===== src/rtl/rv32i_types.sv =====
// Shared types for the dmem line responder: FSM state encoding and line/beat widths.
package rv32i_types;

   localparam int BEAT_BITS = 64;
   localparam int LINE_BITS = 256;

   typedef enum logic [2:0] {
      IDLE,
      RESPOND,
      WB,
      FILL_REQ,
      FILL,
      RESPOND_MISS
   } dmem_resp_state_t;

endpackage


===== src/rtl/dmem_line_responder_merge.sv =====
// Combinational byte-lane merge of one 32-bit store word into a cache line.
module line_word_merge
   import rv32i_types::*;
#(
   parameter int LINE_W = LINE_BITS,
   parameter int IDX_W  = 3
) (
   input  logic [LINE_W-1:0] line,
   input  logic [IDX_W-1:0]  word_idx,
   input  logic [31:0]       wdata,
   input  logic [3:0]        wmask,
   output logic [LINE_W-1:0] line_out
);

   always_comb begin
      line_out = line;
      for (int b = 0; b < 4; b++) begin
         if (wmask[b]) begin
            line_out[32*word_idx + 8*b +: 8] = wdata[8*b +: 8];
         end
      end
   end

endmodule


===== src/rtl/dmem_line_responder.sv =====
// Single-line write-back buffer answering dmem loads/stores, refilled and evicted over bmem.
//
// state        | meaning
// IDLE         | waiting for a request; hit/miss decided here
// RESPOND      | hit: resp pulse, store merge on this cycle
// WB           | writing the dirty line back, one beat per ready cycle
// FILL_REQ     | holding bmem_read until memory accepts the burst
// FILL         | collecting read beats into the line
// RESPOND_MISS | miss completed: resp pulse, store merge on this cycle
module dmem_line_responder
   import rv32i_types::*;
#(
   parameter int BURST_BEATS = 4,
   parameter int OFFSET_BITS = 5
) (
   input  logic        clk,
   input  logic        rst_n,
   input  logic [31:0] dmem_addr,
   input  logic [3:0]  dmem_rmask,
   input  logic [3:0]  dmem_wmask,
   input  logic [31:0] dmem_wdata,
   output logic [31:0] dmem_rdata,
   output logic        dmem_resp,
   output logic [31:0] bmem_addr,
   output logic        bmem_read,
   output logic        bmem_write,
   output logic [63:0] bmem_wdata,
   input  logic        bmem_ready,
   input  logic [63:0] bmem_rdata,
   input  logic        bmem_rvalid
);

   localparam int LINE_W = BURST_BEATS * BEAT_BITS;
   localparam int TAG_W  = 32 - OFFSET_BITS;
   localparam int IDX_W  = OFFSET_BITS - 2;
   localparam int CNT_W  = (BURST_BEATS > 1) ? $clog2(BURST_BEATS) : 1;
   localparam logic [CNT_W-1:0] LAST_BEAT = CNT_W'(BURST_BEATS - 1);

   dmem_resp_state_t state, state_next;

   logic [LINE_W-1:0] line;
   logic [LINE_W-1:0] line_merged;
   logic [TAG_W-1:0]  tag;
   logic              line_valid;
   logic              dirty;
   logic [CNT_W-1:0]  cnt;

   logic [31:0]       req_addr;
   logic [3:0]        req_rmask;
   logic [3:0]        req_wmask;
   logic [31:0]       req_wdata;

   logic              req_active;
   logic              hit;
   logic              responding;
   logic [TAG_W-1:0]  req_tag;
   logic [IDX_W-1:0]  req_idx;
   logic              unused_bits;

   assign req_active = |(dmem_rmask | dmem_wmask);
   assign hit        = line_valid && (tag == dmem_addr[31:OFFSET_BITS]);
   assign req_tag    = req_addr[31:OFFSET_BITS];
   assign req_idx    = req_addr[OFFSET_BITS-1:2];
   assign responding = (state == RESPOND) || (state == RESPOND_MISS);

   // Byte offset and rmask are latched for completeness; only wmask steers behaviour.
   assign unused_bits = ^{req_addr[1:0], req_rmask};

   line_word_merge #(
      .LINE_W (LINE_W),
      .IDX_W  (IDX_W)
   ) u_merge (
      .line     (line),
      .word_idx (req_idx),
      .wdata    (req_wdata),
      .wmask    (req_wmask),
      .line_out (line_merged)
   );

   always_comb begin
      state_next = state;
      case (state)
         IDLE: begin
            if (req_active) begin
               if (hit)        state_next = RESPOND;
               else if (dirty) state_next = WB;
               else            state_next = FILL_REQ;
            end
         end
         RESPOND, RESPOND_MISS: state_next = IDLE;
         WB:       if (bmem_ready && cnt == LAST_BEAT) state_next = FILL_REQ;
         FILL_REQ: if (bmem_ready) state_next = FILL;
         FILL:     if (bmem_rvalid && cnt == LAST_BEAT) state_next = RESPOND_MISS;
         default:  state_next = IDLE;
      endcase
   end

   always_ff @(posedge clk or negedge rst_n) begin
      if (!rst_n) state <= IDLE;
      else        state <= state_next;
   end

   always_ff @(posedge clk or negedge rst_n) begin
      if (!rst_n) begin
         line       <= '0;
         tag        <= '0;
         line_valid <= 1'b0;
         dirty      <= 1'b0;
         cnt        <= '0;
         req_addr   <= '0;
         req_rmask  <= '0;
         req_wmask  <= '0;
         req_wdata  <= '0;
      end else begin
         case (state)
            IDLE: begin
               if (req_active) begin
                  req_addr  <= dmem_addr;
                  req_rmask <= dmem_rmask;
                  req_wmask <= dmem_wmask;
                  req_wdata <= dmem_wdata;
               end
            end
            RESPOND, RESPOND_MISS: begin
               if (|req_wmask) begin
                  line  <= line_merged;
                  dirty <= 1'b1;
               end
            end
            WB: begin
               if (bmem_ready) begin
                  if (cnt == LAST_BEAT) begin
                     cnt   <= '0;
                     dirty <= 1'b0;
                  end else begin
                     cnt <= cnt + CNT_W'(1);
                  end
               end
            end
            FILL_REQ: begin
               // The line is about to be overwritten beat by beat; it is not usable until complete.
               if (bmem_ready) begin
                  cnt        <= '0;
                  line_valid <= 1'b0;
               end
            end
            FILL: begin
               if (bmem_rvalid) begin
                  line[BEAT_BITS*cnt +: BEAT_BITS] <= bmem_rdata;
                  if (cnt == LAST_BEAT) begin
                     cnt        <= '0;
                     tag        <= req_tag;
                     line_valid <= 1'b1;
                  end else begin
                     cnt <= cnt + CNT_W'(1);
                  end
               end
            end
            default: ;
         endcase
      end
   end

   assign dmem_resp  = responding;
   assign dmem_rdata = responding ? line[32*req_idx +: 32] : '0;
   assign bmem_read  = (state == FILL_REQ);
   assign bmem_write = (state == WB);
   assign bmem_addr  = (state == WB)       ? {tag,     {OFFSET_BITS{1'b0}}} :
                       (state == FILL_REQ) ? {req_tag, {OFFSET_BITS{1'b0}}} : '0;
   assign bmem_wdata = bmem_write ? line[BEAT_BITS*cnt +: BEAT_BITS] : '0;

endmodule

===== config.mk =====
export PLATFORM = sky130hd
export DESIGN_NAME = dmem_line_responder
export DESIGN_NICKNAME = d
export VERILOG_FILES = /design/src/rtl/rv32i_types.sv /design/src/rtl/dmem_line_responder_merge.sv /design/src/rtl/dmem_line_responder.sv
export SDC_FILE = /design/constraint.sdc
export NUM_CORES = 1
export LEC_CHECK = 0
export CELL_PAD_IN_SITES_DETAIL_PLACEMENT = 0
export CELL_PAD_IN_SITES_GLOBAL_PLACEMENT = 1
export CORE_MARGIN = 5
export CORE_UTILIZATION = 40
export CTS_BUF_LIST = sky130_fd_sc_hd__clkbuf_16
export DETAILED_ROUTE_END_ITERATION = 8
export GPL_ROUTABILITY_DRIVEN = 0
export PLACE_DENSITY = 0.72
export SYNTH_ARGS = -nofsm -noshare
export SYNTH_HDL_FRONTEND = slang
export SYNTH_SLANG_ARGS = --single-unit

===== constraint.sdc =====
create_clock -name clk -period 3.65 [get_ports clk]
set_input_delay 0.365 -clock clk [delete_from_list [all_inputs] [get_ports clk]]
set_output_delay 0.365 -clock clk [all_outputs]
set_load 0.1 [all_outputs]

# Word level (Yosys, flattened, before mapping)
# Cells that the tools add are included.
[word_totals]
regBits = 358
out_inout_bits = 131
elab_cells = 102
inputBits = 140
[classes]
n_bitwise = 1
n_addsub = 9
mux = 36
n_reduce_logical = 19
shift = 12
eq_ne = 16
[op_table]
columns = ["operator", "n"]
rows = [
  ["256-bit 2-to-1 mux", 6],
  ["256-bit bitwise mux", 5],
  ["8-bit by 34-bit variable shift with 256-bit output (first input constant)", 4],
  ["8-bit by 34-bit indexed part select with 256-bit output", 4],
  ["256-bit one-hot mux with 2 select lines", 1],
  ["64-bit by 34-bit variable shift with 256-bit output (first input constant)", 1],
  ["256-bit by 9-bit indexed part select with 32-bit output", 1],
  ["256-bit by 9-bit indexed part select with 64-bit output", 1],
  ["64-bit by 34-bit indexed part select with 256-bit output", 1],
  ["32-bit negator with 34-bit output", 3],
  ["32-bit 2-to-1 mux", 3],
  ["8-bit negator with 34-bit output", 2],
  ["64-bit 2-to-1 mux", 1],
  ["27-bit equality test", 1],
  ["8-bit by 5-bit adder with 9-bit output (second input constant)", 2],
  ["4-bit AND reduction", 4],
  ["3-bit 2-to-1 mux", 4],
  ["3-bit one-hot mux with 4 select lines", 1],
  ["2-bit 2-to-1 mux", 5],
  ["2-bit != test (second input constant)", 5],
  ["8-bit by 4-bit adder with 9-bit output (second input constant)", 1],
  ["2-bit by 1-bit != test with 1-bit output (second input constant)", 4],
  ["4-bit OR reduction", 2],
  ["1-bit 2-to-1 mux", 7],
  ["16 further kinds", 24],
]

# Logic depth before layout (Yosys ltp)
[depth]
word_depth = 12
depth_mapped = 13
depth_no_buf = 8

# Cells and area by module
# A second synthesis with hierarchy kept.
[hier_totals]
cells_unflattened = 2361
area_unflattened_um2 = 23710.2
[by_module_without_submodules]
columns = ["module", "n_inst", "seq_area_each_um2", "area_each_um2", "cells_per_inst"]
rows = [
  ["dmem_line_responder", 1, 8908.5, 19750.2, 1793],
  ["line_word_merge", 1, 0.0, 3960.0, 568],
]

# Worst setup path before layout
# Ideal clock, no wire load.
[synth_path]
path_type = "register to output"
start = "register req_addr[3]"
end = "output dmem_rdata[23]"
t_arrival_ns = 3.002
path_buffers = 2
setup_slack_ns = 0.283
path_stages_with_launch = 6
required_ns = 3.285
cell_sequence = "dfrtp_1 > clkbuf_1 > buf_1 > mux4_2 > nand2_1 > a21oi_1"
[synth_via]
elab_chain_cells = 2
[synth_rtl]
columns = ["item", "line", "rtl"]
rows = [
  ["start: declaration", "dmem_line_responder.sv:48", "logic [31:0] req_addr;"],
  ["start signal: assignment", "dmem_line_responder.sv:118", "req_addr <= dmem_addr;"],
  ["256-bit by 9-bit indexed part select with 32-bit output", "dmem_line_responder.sv:165", "assign dmem_rdata = responding ? line[32*req_idx +: 32] : '0;"],
  ["32-bit 2-to-1 mux", "dmem_line_responder.sv:165", ""],
  ["end: declaration", "dmem_line_responder.sv:22", "output logic [31:0] dmem_rdata,"],
]
# Every way passes these cells.

# Worst setup path after layout
[layout_path]
start = "register cnt[0]"
end = "output bmem_wdata[60]"
[layout_via]
elab_chain_cells = 2
[layout_rtl]
columns = ["item", "line", "rtl"]
rows = [
  ["start: declaration", "dmem_line_responder.sv:46", "logic [CNT_W-1:0] cnt;"],
  ["start signal: assignment", "dmem_line_responder.sv:136", "cnt <= cnt + CNT_W'(1);"],
  ["start signal: assignment", "dmem_line_responder.sv:155", "cnt <= cnt + CNT_W'(1);"],
  ["256-bit by 9-bit indexed part select with 64-bit output", "dmem_line_responder.sv:170", "assign bmem_wdata = bmem_write ? line[BEAT_BITS*cnt +: BEAT_BITS] : '0;"],
  ["64-bit 2-to-1 mux", "dmem_line_responder.sv:170", ""],
  ["end: declaration", "dmem_line_responder.sv:27", "output logic [63:0] bmem_wdata,"],
]
# Every way passes these cells.

==> flow_summary.json <==
{
  "outcome": "complete, no violations",
  "ys_warn_count": 0,
  "dieHeight_um": 238.6,
  "clock-sinks": 356,
  "path_class": "reg2out",
  "power.internal_mw": 10.14,
  "dieArea_sq_mm": 0.05692,
  "synth-main-ff-cell": "dfrtp_1",
  "vias_per_cell": 6.167,
  "drive_above_1_share": 0.2917,
  "post_cts_buffers": 0,
  "finalPower_mw": 18.58,
  "port_buffers": 263,
  "ant_nets": 0,
  "drc_errors": 0,
  "seqPwrFrac": 0.335,
  "cp-end-kind": "primary output",
  "grt_pass1_wl_mm": 111.1,
  "max_freq_ghz": 0.2965,
  "postSynthCellCount": 1854,
  "synth_top_area_share": 0.4263,
  "crit_path_cell_trace": "buf_4 -> mux4_2 -> and3_1 -> buf_4",
  "path_clk_slew_ns": 0.06,
  "gr-total-overflow": 0,
  "crit_family": "flip-flops",
  "maxCapViolations": 0,
  "clock_power_share": 0.205,
  "hold_path_class": "in2reg",
  "synth_area_leader_cell": "dfrtp_1",
  "dr.pass1.iters": 7,
  "rsz0062_at_grt": "false",
  "utilization": 0.4959,
  "wirelength_mm": 73.66,
  "hold_viol": 0,
  "cp_data_required_time_ns": 3.28,
  "cp_max_fo": 28,
  "comb_power_share": 0.460,
  "synth_cell_types": 54,
  "cts-root-buf": "clkbuf_16",
  "period_share": 0.9241,
  "fp-row-count": 83,
  "multi_input_area_sq_mm": 0.01120,
  "synthArstFlopShare": 1.000,
  "placed_cells": 2718,
  "syn_area_per_cell_sq_um": 11.27,
  "arrival_ns": 3.01,
  "p_leak_nw": 10.72,
  "cts_buffers": 43,
  "finalSetupViolations": 0,
  "power.density_mw_per_mm2": 727.3,
  "wire_per_inst_um": 26.35,
  "syn_to_final_growth_pct": 22.23,
  "layout.cells.non_filler": 2796,
  "grt_start_max_net_pins": 100,
  "fin_ws_ns": 0.2770,
  "swShare": 0.4541,
  "io_pins": 271,
  "netlist_area_sq_mm": 0.02090,
  "synth_area_leaders": "dfrtp_1 (43%), mux4_2 (14%), mux2_2 (10%), a22oi_1 (5.5%), a22o_1 (4.4%)",
  "antenna_found_initial": 6,
  "synth_edf_count": 0,
  "p_sw_mw": 8.436,
  "critPathSlowestCell": "dfrtp_4",
  "grt_use_total": 0.2525,
  "critPathLaunchType": "register",
  "tightestPinTransition_ns": 1.165,
  "fillers": 4662,
  "clk_latency_ns": 0.57,
  "final-seq-area_sq_mm": 0.008924,
  "vdd.ir_drop.worst_uv": 600.9,
  "design.core.area_sq_mm": 0.05151,
  "yosysSeqAreaShare": 0.4263,
  "post-place-ws_ns": 0.6324,
  "period_needed_ns": 3.373,
  "fin_skew_ns": 0.01494,
  "maxSlewHeadroom": 0.2203,
  "critPathMaxStageDelay_ns": 0.79,
  "cts_tree": "built",
  "clockBufferDepth": 3,
  "start_util": 0.4057,
  "nNetsFinal": 2234,
  "slew_viol_final": 0,
  "crit_top_cell": "buf_4",
  "cts_htree_levels": 2,
  "ys_seq_elements": 356,
  "grt_pass1_vias": 17730,
  "finalSetupTns_ns": 0,
  "num_vias": 17240,
  "cp_num_buf_inv": 2,
  "first_iter_violations": 1454,
  "die_w_um": 238.6,
  "dp_hpwl_mm": 48.27
}
==> area by class of cell <==
class / instances / share of cell area
clock buffer: 43 / 0.04212
antenna: 1 / 0.00009796
sequential: 356 / 0.3493
multi-input combinational: 1327 / 0.4383
inverter: 10 / 0.001469
clock inverter: 33 / 0.005241
timing repair buffer: 346 / 0.1301
tap: 680 / 0.03331
==> repair_timing <==
action                    in CTS  in global routing
hold endpoints to repair      92                  0
hold buffers                   1                  0
resized for setup              0                  0
==> per-stage QoR <==
stage,area (sq um),hold slack (ns)
floorplan,20910,0.06941
global placement,24320,0.4782
detailed placement,24320,0.4926
CTS,25540,0.3170
global route,25540,0.3498
finish,25540,0.3547
==> routing by layer <==
layer	global-route usage	up-vias	part of all wire
li1	-	7479	-
met1	0.3377	8671	0.40
met2	0.4030	902	0.47
met3	0.06507	182	0.090
met4	0.08713	10	0.035
met5	0	-	0.0010
==> final timing paths <==
kind                              start        endpoint  slack [ns]  cells past startpoint
max                              cnt[0]  bmem_wdata[60]        0.28                      4
min                        dmem_addr[4]     req_addr[4]        0.35                      3
max reg2reg                 req_addr[3]       line[222]        0.56                      7
min reg2reg                    line[97]        line[97]        0.51                      2
max in group asynchronous         rst_n       line[146]        2.15                      4
min in group asynchronous         rst_n          tag[8]        0.43                      2
==> cells in the mapped netlist (2+ instances only) <==
| library cell | count |
|---|---|
| dfrtp_1 | 356 |
| mux2_2 | 194 |
| nor2_1 | 155 |
| a22oi_1 | 152 |
| a21oi_1 | 144 |
| nand2_1 | 144 |
| mux4_2 | 128 |
| a22o_1 | 106 |
| and3_1 | 64 |
| buf_1 | 48 |
| buf_2 | 48 |
| clkbuf_1 | 47 |
| o21ai_0 | 35 |
| o21ai_1 | 34 |
| mux2i_1 | 27 |
| nand3_1 | 22 |
| xnor2_1 | 15 |
| buf_4 | 14 |
| xor2_1 | 12 |
| a21oi_2 | 10 |
| ha_1 | 10 |
| inv_1 | 9 |
| nand4_1 | 9 |
| buf_6 | 8 |
| and2_1 | 7 |
| nor2b_1 | 7 |
| nor4_1 | 5 |
| nor4_4 | 5 |
| nor4_2 | 4 |
| a21o_1 | 3 |
| nor2_2 | 3 |
| a2111oi_0 | 2 |
| nand2b_1 | 2 |
| nor3_1 | 2 |
| o21a_1 | 2 |
| or4_1 | 2 |
| or4b_1 | 2 |
==> cell families (layout without fill, tap and decap cells) <==
kind of cell / Yosys count / in the layout / synth area share
compound gates: 496 / 496 / 0.1603
fa+ha+maj: 10 / 10 / 0.005987
mux: 349 / 349 / 0.2554
buf+inv: 175 / 432 / 0.03969
flops: 356 / 356 / 0.4263
xor+xnor: 27 / 27 / 0.01132
simple gates: 440 / 440 / 0.1009
other cells: 1 / 6 / 0.0001794
==> power by group through the flow <==
stage / combinational, mW / sequential (mW) / clock (mW)
final: 8.54 / 6.23 / 3.81
after global routing: 9.04 / 6.38 / 4.05
after CTS: 8.56 / 6.19 / 3.91
after detailed placement: 8.54 / 6.25 / 0
after global placement: 8.43 / 6.19 / 0
after floorplan: 6.98 / 5.40 / 0
==> flip-flops by register name, summed over array words and instances, names as in the netlist <==
name and cells:
req_wmask 4, req_addr 30, tag 27, req_wdata 32
line 256, state 3, cnt 2, line_valid 1
dirty 1
==> placed cells by master (no fill, tap or decap), drive strengths merged, types with 107 or more instances in the layout <==
master / Yosys / final
dfrtp: 356 / 356
buf: 118 / 209
mux2: 194 / 194
nor2: 158 / 158
a21oi: 154 / 154
a22oi: 152 / 152
nand2: 145 / 145
clkdlybuf4s50: 0 / 136
mux4: 128 / 128
a22o: 107 / 107
==> tightest hold or removal path, stage by stage <==
cell and delay, ns:
clkdlybuf4s50_1 0.40, nand2_1 0.05, o21ai_0 0.06
Note: power is estimated with default switching activity, not from simulation.
